===== config.mk =====
export PLATFORM = sky130hd
export DESIGN_NAME = alu_operand_stage
export DESIGN_NICKNAME = d
export VERILOG_FILES = /design/src/rtl/alu_operand_stage.sv
export SDC_FILE = /design/constraint.sdc
export NUM_CORES = 1
export LEC_CHECK = 0
export ABC_CLOCK_PERIOD_IN_PS = 1900
export CORE_AREA = 3 3 105 87
export DETAILED_ROUTE_END_ITERATION = 6
export DIE_AREA = 0 0 108 90
export PLACE_DENSITY = 0.7
export SYNTH_ARGS = -nofsm -noshare
export SYNTH_HDL_FRONTEND = slang
export SYNTH_SLANG_ARGS = --single-unit

===== constraint.sdc =====
create_clock -name clk -period 1.9 [get_ports clk]
set_input_delay 0.285 -clock clk [delete_from_list [all_inputs] [get_ports clk]]
set_output_delay 0.285 -clock clk [all_outputs]
set_load 0.01 [all_outputs]

===== src/rtl/alu_operand_stage.sv =====
// Operand staging front-end for a 1's-complement ALU: collects a command and two
// parity-checked operand words, holds them on the ALU for a fixed latency, and returns the result.
module alu_operand_stage #(
  parameter int unsigned LAT_SIMPLE = 1,
  parameter int unsigned LAT_MULDIV = 2,
  parameter bit          PAR_CHECK  = 1'b1
) (
  input  logic        clk,
  input  logic        rst_n,
  input  logic        cmd_valid,
  output logic        cmd_ready,
  input  logic [2:0]  cmd_op,
  input  logic        in_valid,
  output logic        in_ready,
  input  logic [15:0] in_word,
  output logic [15:0] alu_a,
  output logic [15:0] alu_b,
  output logic [2:0]  alu_cmd,
  input  logic [14:0] alu_res,
  output logic        out_valid,
  input  logic        out_ready,
  output logic [14:0] out_res,
  output logic        par_err,
  output logic        op_err
);

  localparam logic [2:0] IDLE  = 3'd0;
  localparam logic [2:0] GET_A = 3'd1;
  localparam logic [2:0] GET_B = 3'd2;
  localparam logic [2:0] EXEC  = 3'd3;
  localparam logic [2:0] HOLD  = 3'd4;

  localparam logic [2:0] OP_MP0     = 3'd3;
  localparam logic [2:0] OP_ILLEGAL = 3'd7;

  localparam logic [3:0] CNT_SIMPLE = 4'(LAT_SIMPLE - 1);
  localparam logic [3:0] CNT_MULDIV = 4'(LAT_MULDIV - 1);

  logic [2:0]  state;
  logic [2:0]  state_nxt;
  logic [2:0]  op_q;
  logic [15:0] a_q;
  logic [3:0]  cnt;

  logic cmd_fire;
  logic in_fire;
  logic out_fire;
  logic word_ok;
  logic op_legal;
  logic cnt_done;

  // Handshakes qualify on the registered readies, so inputs are ignored wherever the ready is low.
  assign cmd_fire = cmd_valid && cmd_ready;
  assign in_fire  = in_valid && in_ready;
  assign out_fire = out_valid && out_ready;
  assign op_legal = (cmd_op != OP_ILLEGAL);
  assign cnt_done = (cnt == 4'd0);
  assign word_ok  = !PAR_CHECK || (^in_word);

  // NOTE: every variable assigned in always_comb gets a default first, otherwise a latch is inferred.
  always_comb begin
    state_nxt = state;
    case (state)
      IDLE:    if (cmd_fire && op_legal) state_nxt = GET_A;
      GET_A:   if (in_fire) state_nxt = word_ok ? GET_B : IDLE;
      GET_B:   if (in_fire) state_nxt = word_ok ? EXEC : IDLE;
      EXEC:    if (cnt_done) state_nxt = HOLD;
      HOLD:    if (out_fire) state_nxt = IDLE;
      default: state_nxt = IDLE;
    endcase
  end

  // NOTE: sequential state uses non-blocking assignments so every register samples pre-edge values.
  always_ff @(posedge clk or negedge rst_n) begin
    if (!rst_n) begin
      state     <= IDLE;
      cmd_ready <= 1'b0;
      in_ready  <= 1'b0;
      out_valid <= 1'b0;
      par_err   <= 1'b0;
      op_err    <= 1'b0;
      op_q      <= 3'd0;
      a_q       <= 16'd0;
      alu_a     <= 16'd0;
      alu_b     <= 16'd0;
      alu_cmd   <= 3'd0;
      out_res   <= 15'd0;
      cnt       <= 4'd0;
    end else begin
      state     <= state_nxt;
      cmd_ready <= (state_nxt == IDLE);
      in_ready  <= (state_nxt == GET_A) || (state_nxt == GET_B);
      out_valid <= (state_nxt == HOLD);
      op_err    <= cmd_fire && !op_legal;
      par_err   <= in_fire && !word_ok;

      case (state)
        IDLE: begin
          if (cmd_fire && op_legal) op_q <= cmd_op;
        end
        GET_A: begin
          if (in_fire) begin
            if (word_ok) begin
              a_q <= {in_word[15:1], 1'b0};
            end else begin
              a_q  <= 16'd0;
              op_q <= 3'd0;
            end
          end
        end
        GET_B: begin
          if (in_fire) begin
            if (word_ok) begin
              // All three ALU inputs switch together on the EXEC entry edge.
              alu_a   <= a_q;
              alu_b   <= {in_word[15:1], 1'b0};
              alu_cmd <= op_q;
              cnt     <= (op_q >= OP_MP0) ? CNT_MULDIV : CNT_SIMPLE;
            end else begin
              a_q  <= 16'd0;
              op_q <= 3'd0;
            end
          end
        end
        EXEC: begin
          if (cnt_done) out_res <= alu_res;
          else          cnt     <= cnt - 4'd1;
        end
        default: ;
      endcase
    end
  end

endmodule


==> out/results.txt, run 1 <==
The run finished, with violations left. The checks that failed: setup timing. The min-delay analysis places its worst path in the category primary input to register. The number of failing hold endpoints at the final stage was 0; the arrival time of the worst setup path was 2.17 ns. The tools report the post-layout worst setup margin as -0.0401 ns.

Across the run, the number of max-cap violations was 0. The capturing element type of the critical path is a register. The worst ir drop on vdd is 0.645 mV. Between clock sinks in the finished design, the worst skew comes to 0.00971 ns. The final antenna-violating net count is 0, and the detailed-route wire length per cell is 16.4 um. The share of the synthesized netlist area taken by xor and xnor gates was 0.0447. By count the netlist is led by 78 x dfrtp_1, 48 x mux2_2, 30 x nand2_1, 19 x o21ai_0, 15 x o31ai_1. The final critical delay including setup and external delays came out at 1.94 ns. Along the worst path, the maximum fanout reaches 3. The share of cells above drive strength 1 works out to 0.369. From left edge to right edge, the die measures 108 um.

Kind of critical path: primary input to register. In the final design database the tool counted 432 nets. In this run the number of H-tree levels came out at 3. In the routed layout, each cell is associated on average with a via count of 4.84. The leakage power summed over all cells was 2.28 nW; the share of cell area taken by muxes after synthesis was 0.176.

The tools report the part of the Yosys area used for sequential elements as 0.586. Yosys printed 0 warnings. The maximum buffer depth of the clock tree was 2; the clock-pin slew on the worst setup and hold paths was 0.08 ns. The power share of the sequential group is 0.371, and the period utilization is 1.02. For the via count of the first global-routing pass, the log shows 2596. In this run the clock root is driven by a clkbuf_8.

Summed over all nets, the half-perimeter wirelength after detailed placement is 5460 um. The tools report the internal power of the cells as 4.86 mW. Total global routing track utilization: 0.171. The dominant combinational cell family by area after synthesis was multiplexers.

The logs give 0 for the max-slew violation total from the final report and 8020 um^2 for the area of the placeable core. Overall power consumption after layout is estimated at 7.33 mW. The number of design-rule violations left by the first detailed-router iteration was 74; the total number of vias was 2441.

The maximum clock frequency is 515 MHz. Ranked by total cell area, the synthesized netlist is headed by dfrtp_1 59%, mux2_2 16%, xnor2_1 3.7%. The critical path required time is 2.13 ns. 94 I/O pins were placed. TritonCTS built the clock tree. For this run, the detailed router's first-pass iteration total came to 4.

The count of buffers inserted at the top-level ports came out at 91. The worst setup path is launched from a primary input. The total length of routed wires was 8290 um. The share of async-settable or async-resettable flops after synthesis works out to 1.00. The most common cell in the synthesized netlist is dfrtp_1. The post-synthesis compound-gate area fraction was 0.0796. For the pin with the worst max-slew slack, the measured transition is 0.552 ns. The logs give 0.170 for the share of total power in the clock network and 30 for the number of distinct standard cells referenced by the synthesized netlist. The switching share of total power is 0.337, and the number of rows created at floorplan is 29. For the clock insertion delay at the later pin of the skew report, the log shows 0.35 ns.

Entering global routing, the biggest net connects 41 pins. For the number of setup violations in the final report, the log shows 1. The first global-routing pass estimated 13000 um of wire.

The logic gate share of total power was 0.459; the routability congestion estimate from global placement was 0.772. After global routing the overflow that remains totals 0. The logs give 2.47 mW for the net switching power of the design and 482 for the number of cells in the design after placement. The cell area that synthesis handed to floorplanning was 3330 um^2. Area share of and/or/nand/nor cells after synthesis: 0.0743. The DRC violations left is 0.

Setup repair after global routing could not meet its margin everywhere. The areal power density over the cells came out at 1480 nW/um^2. In this run, synthesis inferred 0 flip-flops with an integrated enable.

For the number of CTS-inserted buffers, the log shows 9. The initial antenna violation count was 0; the top cell type's share of synthesized area was 0.586. The die covers 9720 um^2.

The biggest area contributor in the post-synthesis netlist is dfrtp_1. For the synthesized instance count, the log shows 263. The worst slew slack as a fraction of its limit was 0.632; the final cell count without fillers was 504. Prevailing post-synth register cell: dfrtp_1. The area growth from synthesis to layout was 48.3%.

Share of synthesized cell area in full adder, half adder and majority cells: 0.00751. For this design, the sink count on the clock tree is 78. The post-synthesis area per instance was 12.7 um^2.

The number of antenna diodes in the final layout is 0. The effective utilization at floorplan came out at 0.416. The floorplan step set the die height to 90 um. The post-synthesis register bit count was 78.
[cells in the final DEF (no fill, tap or decap), types with 3 or more instances in the layout]
| cell | n |
|---|---|
| mux2_2 | 48 |
| xnor2_1 | 4 |
| and3_1 | 3 |
| a21oi_2 | 3 |
| dfrtp_1 | 77 |
| mux2i_1 | 3 |
| o31ai_1 | 15 |
| buf_2 | 14 |
| buf_4 | 34 |
| clkbuf_8 | 10 |
| buf_12 | 3 |
| nand2_1 | 29 |
| o21ai_0 | 19 |
| clkdlybuf4s50_1 | 74 |
| xnor2_2 | 10 |
| nor2_1 | 6 |
[area by class of cell]
class	count	area (um^2)
clock buffers	11	141
clock inverters	5	57.6
fillers	649	3080
inverters	2	7.51
multi-input cells	169	1450
flip-flops and latches	78	1950
well taps	108	135
repair buffers	131	1200
[critical path, stage by stage]
cell             delay [ns]
clkdlybuf4s15_2        0.20
xnor2_2                0.15
xnor2_2                0.20
xnor2_2                0.15
xnor2_1                0.12
or4_4                  0.50
a21bo_4                0.26
mux2_4                 0.30
[flip-flops by register name (all words and copies together), names as in the netlist]
signal / flops
a_q: 15
alu_a: 15
alu_b: 15
out_res: 15
cnt: 4
alu_cmd: 3
op_q: 3
state: 3
cmd_ready: 1
in_ready: 1
op_err: 1
out_valid: 1
par_err: 1
[metrics by stage]
stage	hold WS (ns)	area, um^2	worst slack, ns	utilization	setup TNS (ns)
finish	0.211	4940	-0.0401	0.616	-0.0401
global route	0.212	4940	-0.0557	0.616	-0.301
CTS	0.181	4890	-0.00390	0.610	-0.00447
detailed placement	0.301	4600	-0.953	0.574	-46.19
global placement	0.299	4600	-0.946	0.574	-45.76
floorplan	-0.0106	3370	-0.242	-	-4.07
[layer usage]
layer / track usage / share of wire
met1: 0.219 / 0.44
met2: 0.285 / 0.51
met3: 0.0401 / 0.041
met4: 0.0547 / 0.0092
met5: 0 / 0
[path summary, 6_finish.rpt]
path / start / to / slack (ns) / depth (start not counted)
min in group asynchronous: rst_n / alu_b[8] / 0.45 / 2
worst max register to register: state[1] / cnt[1] / 0 / 5
worst min-delay path: in_word[15] / a_q[15] / 0.21 / 3
worst max-delay path: in_word[11] / cnt[1] / -0.04 / 8
worst min register to register: alu_b[1] / alu_b[1] / 0.50 / 1
max in group asynchronous: rst_n / alu_cmd[2] / 0.87 / 3
[repair_timing]
| action | 4_1_cts | 5_1_grt |
|---|---|---|
| resized for setup | 69 | 19 |
| endpoints found under the hold margin | 38 | 0 |
| cloned | 1 | 1 |
| setup endpoints to repair | 58 | 27 |
| hold buffers | 1 | 0 |
| pin swaps | 17 | 4 |
| setup buffers | 0 | 3 |
[cell families after synthesis]
group	Yosys count
fa+ha+maj	2
mux	52
other cells	1
flops	78
simple gates	52
xor+xnor	17
buf+inv	18
compound gates	43
[power groups by stage]
| stage | Combinational, mW | Sequential [mW] | Clock (mW) |
|---|---|---|---|
| finish | 3.36 | 2.72 | 1.25 |
| global placement | 3.10 | 2.71 | 0 |
| global route | 3.63 | 2.81 | 1.36 |
| detailed placement | 3.17 | 2.74 | 0 |
| floorplan | 1.26 | 2.88 | 0 |
| CTS | 3.24 | 2.71 | 1.29 |
(Power assumes the default switching activity.)
==> inputs of run 2 (changes only) <==
--- a/config.mk
+++ b/config.mk
@@ -5,11 +5,12 @@
 export SDC_FILE = /design/constraint.sdc
 export NUM_CORES = 1
 export LEC_CHECK = 0
-export ABC_CLOCK_PERIOD_IN_PS = 1900
+export ABC_CLOCK_PERIOD_IN_PS = 1600
 export CORE_AREA = 3 3 105 87
 export DETAILED_ROUTE_END_ITERATION = 6
 export DIE_AREA = 0 0 108 90
 export PLACE_DENSITY = 0.7
+export SLEW_MARGIN = 20
 export SYNTH_ARGS = -nofsm -noshare
 export SYNTH_HDL_FRONTEND = slang
 export SYNTH_SLANG_ARGS = --single-unit
==> constraint.sdc (replaced) <==
create_clock -name clk -period 1.6 [get_ports clk]
set_input_delay 0.24 -clock clk [delete_from_list [all_inputs] [get_ports clk]]
set_output_delay 0.24 -clock clk [all_outputs]
set_load 0.01 [all_outputs]
==> run 2 against run 1 <==
- core utilization is 2.8 points higher
- sequential cell count is the same
- power is 22% higher
- die area unchanged
- critical path depth did not move
- critical endpoint unchanged
- register-to-register slack got worse by 0.27 ns
- the run still ends with setup timing left
- global-route usage grew 0.051 points
- cell area grew 4.5%
- hold slack got worse by 0.049 ns
- clock power increased by 8%
==> out/results.txt, run 2 (synthesized netlist as in run 1, its figures left out) <==
The run finished, with violations left. The final reports fail on setup timing. CTS built an H-tree with a depth of 3.

The critical path buffer and inverter count came out at 1. Worst-case hold path end point: a_q[2]. Leaving out fill and tap cells, the most frequent cell in the layout is dfrtp_1. The analysis attributes to cell leakage a power of 2.37 nW.

Entering global routing, the biggest net connects 34 pins. Highest-delay cell along the critical path: or4_4. The post-layout worst setup margin is -0.281 ns, and the number of iterations in the first detailed-routing pass is 4.

The clock-pin slew on the worst setup and hold paths was 0.08 ns. The maximum clock frequency was 532 MHz; the areal power density over the cells was 1730 nW/um^2. The area of the die is 9720 um^2.

Share of cells above drive strength 1: 0.421. The area growth from synthesis to layout is 54.9%. The tools report the clock tree root driver cell as clkbuf_8. The total global routing track utilization is 0.171.

The min-delay analysis places its worst path in the category primary input to register. Horizontal die dimension: 108 um. The critical path required time is 1.84 ns. The detailed-route wire length per cell is 16.1 um, and the final total negative setup slack is -11.28 ns. Clock tree synthesis inserted a total of 9 buffers. In this run the worst path has a maximum fanout of 4. The launch instance of the worst min-delay path is in_word[2]. The capturing element type of the critical path is a register. The critical path goes through buf_2 -> xnor2_2 -> xnor2_2 -> xnor2_2 -> xnor2_2 -> or4_4 -> a21bo_4 -> mux2_4.

The endpoint identified for the worst register-to-register timing path is cnt[1]. TritonCTS built the clock tree. During placement, the flow inserted port buffers numbering 91.

Counting tap cells, the placed design contains a total of 492 instances. The tool flagged a number of max-cap violations equal to 0. The multi-input combinational cells in the finished layout cover a total of 1580 um^2. The count of nets after finishing was 447.

For the worst flop-to-flop path, the logic depth is 5. The number of failing hold endpoints at the final stage was 0; the antenna diode count was 0. Summing all placed instances gives a cell area of 4670 um^2. The routability congestion estimate from global placement was 0.736. At the later pin of the worst-skew pair, clock insertion delay measures 0.36 ns. The tools report the HPWL after detailed placement as 5570 um. Among the stages of the critical path, the cell type that occurs most often is xnor2_2. The worst ir drop on vdd is 0.847 mV. Kind of cell adding the most delay to the critical path: XOR/XNOR gates. The total power after layout is 8.96 mW. The total overflow left after global routing is 0. The period utilization came out at 1.18. The final cell count without fillers came out at 519.

The via count of the first global-routing pass is 2553, and the met1 usage is 0.236. The tools report the number of rows created at floorplan as 29. Before CTS, the worst setup slack after placement is -1.06 ns. Wires add up to 8340 um. In this run the critical register-to-register path is launched from state[0]. The tools report the final non-filler cell area as 5160 um^2.

Clock tree synthesis found a total of 78 sinks. The worst clock skew on the final layout is 0.0115 ns, and the register-to-register setup slack is -0.27 ns. For this design the top-level I/O count stands at 94. Setup repair after global routing could not meet its margin everywhere. Using the TritonRoute via totals, the vias-per-cell ratio works out to 4.84. The DRC violations left was 0.

In this run the standard cell core region covers 8020 um^2. The detail route stage leaves a number of antenna-violating nets equal to 0. The delay of the slowest critical-path stage is 0.57 ns, and the total number of vias is 2513. The layout has 636 filler cells. Data arrives at the worst endpoint at 2.12 ns. Critical path startpoint category: a primary input. The sequential cells in the finished layout cover a total of 1950 um^2. The maximum buffer depth of the clock tree is 2, and the final worst hold slack is 0.162 ns. The tools report the initial antenna violation count as 0. Fraction of met2 tracks used by global routing: 0.268. In the layout the commonest cells are 78 x dfrtp_1, 72 x clkdlybuf4s50_1, 48 x mux2_2.

The tools report the utilization after layout as 0.644. The worst setup path is of the primary input to register kind. The number of design-rule violations left by the first detailed-router iteration is 84, and the met3 demand-to-capacity share in global routing is 0.0380. Final critical delay including setup and external delays: 1.88 ns. In this run the most used layer during global routing was met2. The number of setup violations in the final report is 60, and the die height is 90 um. Counting instances, the worst hold path has a depth of 3. The effective utilization at floorplan is 0.416, and the global-route wire length before repair is 13200 um. The max-slew violation total from the final report was 0.
run 2: what timing repair did:
item | CTS | global route
pin swaps | 19 | 8
gates cloned | 2 | 1
setup buffers | 4 | 4
hold endpoints to repair | 30 | 0
hold buffers | 1 | 0
gates resized for setup | 102 | 25
setup endpoints to repair | 79 | 75
run 2: where the power goes:
| group | leakage [nW] | switching (mW) | internal, mW |
|---|---|---|---|
| sequential | 1.01 | 0.458 | 2.75 |
| combinational | 1.28 | 1.91 | 2.49 |
| clock | 0.0828 | 0.733 | 0.612 |
| total | 2.37 | 3.10 | 5.86 |
run 2: worst max path at each step:
stage	start	endpoint	slack [ns]	cells past startpoint
after CTS	in_word[15]	cnt[1]	-0.27	8
after detailed placement	in_word[6]	alu_a[6]	-1.06	8
after floorplan	in_word[5]	cnt[1]	-0.50	8
after global routing	in_word[1]	cnt[1]	-0.33	8
final	in_word[1]	cnt[1]	-0.28	8
after global placement	in_word[6]	alu_a[13]	-1.01	8
run 2: worst register-to-register path, delay by kind of cell, from the launching register on:
family | cells | cell delay (ns)
AND/OR/NAND/NOR | 2 | 0.72
flip-flops | 1 | 0.39
multiplexers | 1 | 0.28
AO/OA/AOI/OAI | 1 | 0.24
buffers and inverters | 1 | 0.13
run 2: cell type report:
| type | instances | area share |
|---|---|---|
| well taps | 108 | 0.0262 |
| flip-flops and latches | 78 | 0.378 |
| repair buffers | 145 | 0.255 |
| clock inverters | 4 | 0.00630 |
| inverters | 2 | 0.00145 |
| multi-input cells | 170 | 0.305 |
| clock buffers | 12 | 0.0281 |
run 2: routing by layer:
metal / routed length [um] / share of wire
met3: 274 / 0.033
met1: 3740 / 0.45
met5: 0 / 0
met4: 109 / 0.013
met2: 4220 / 0.51
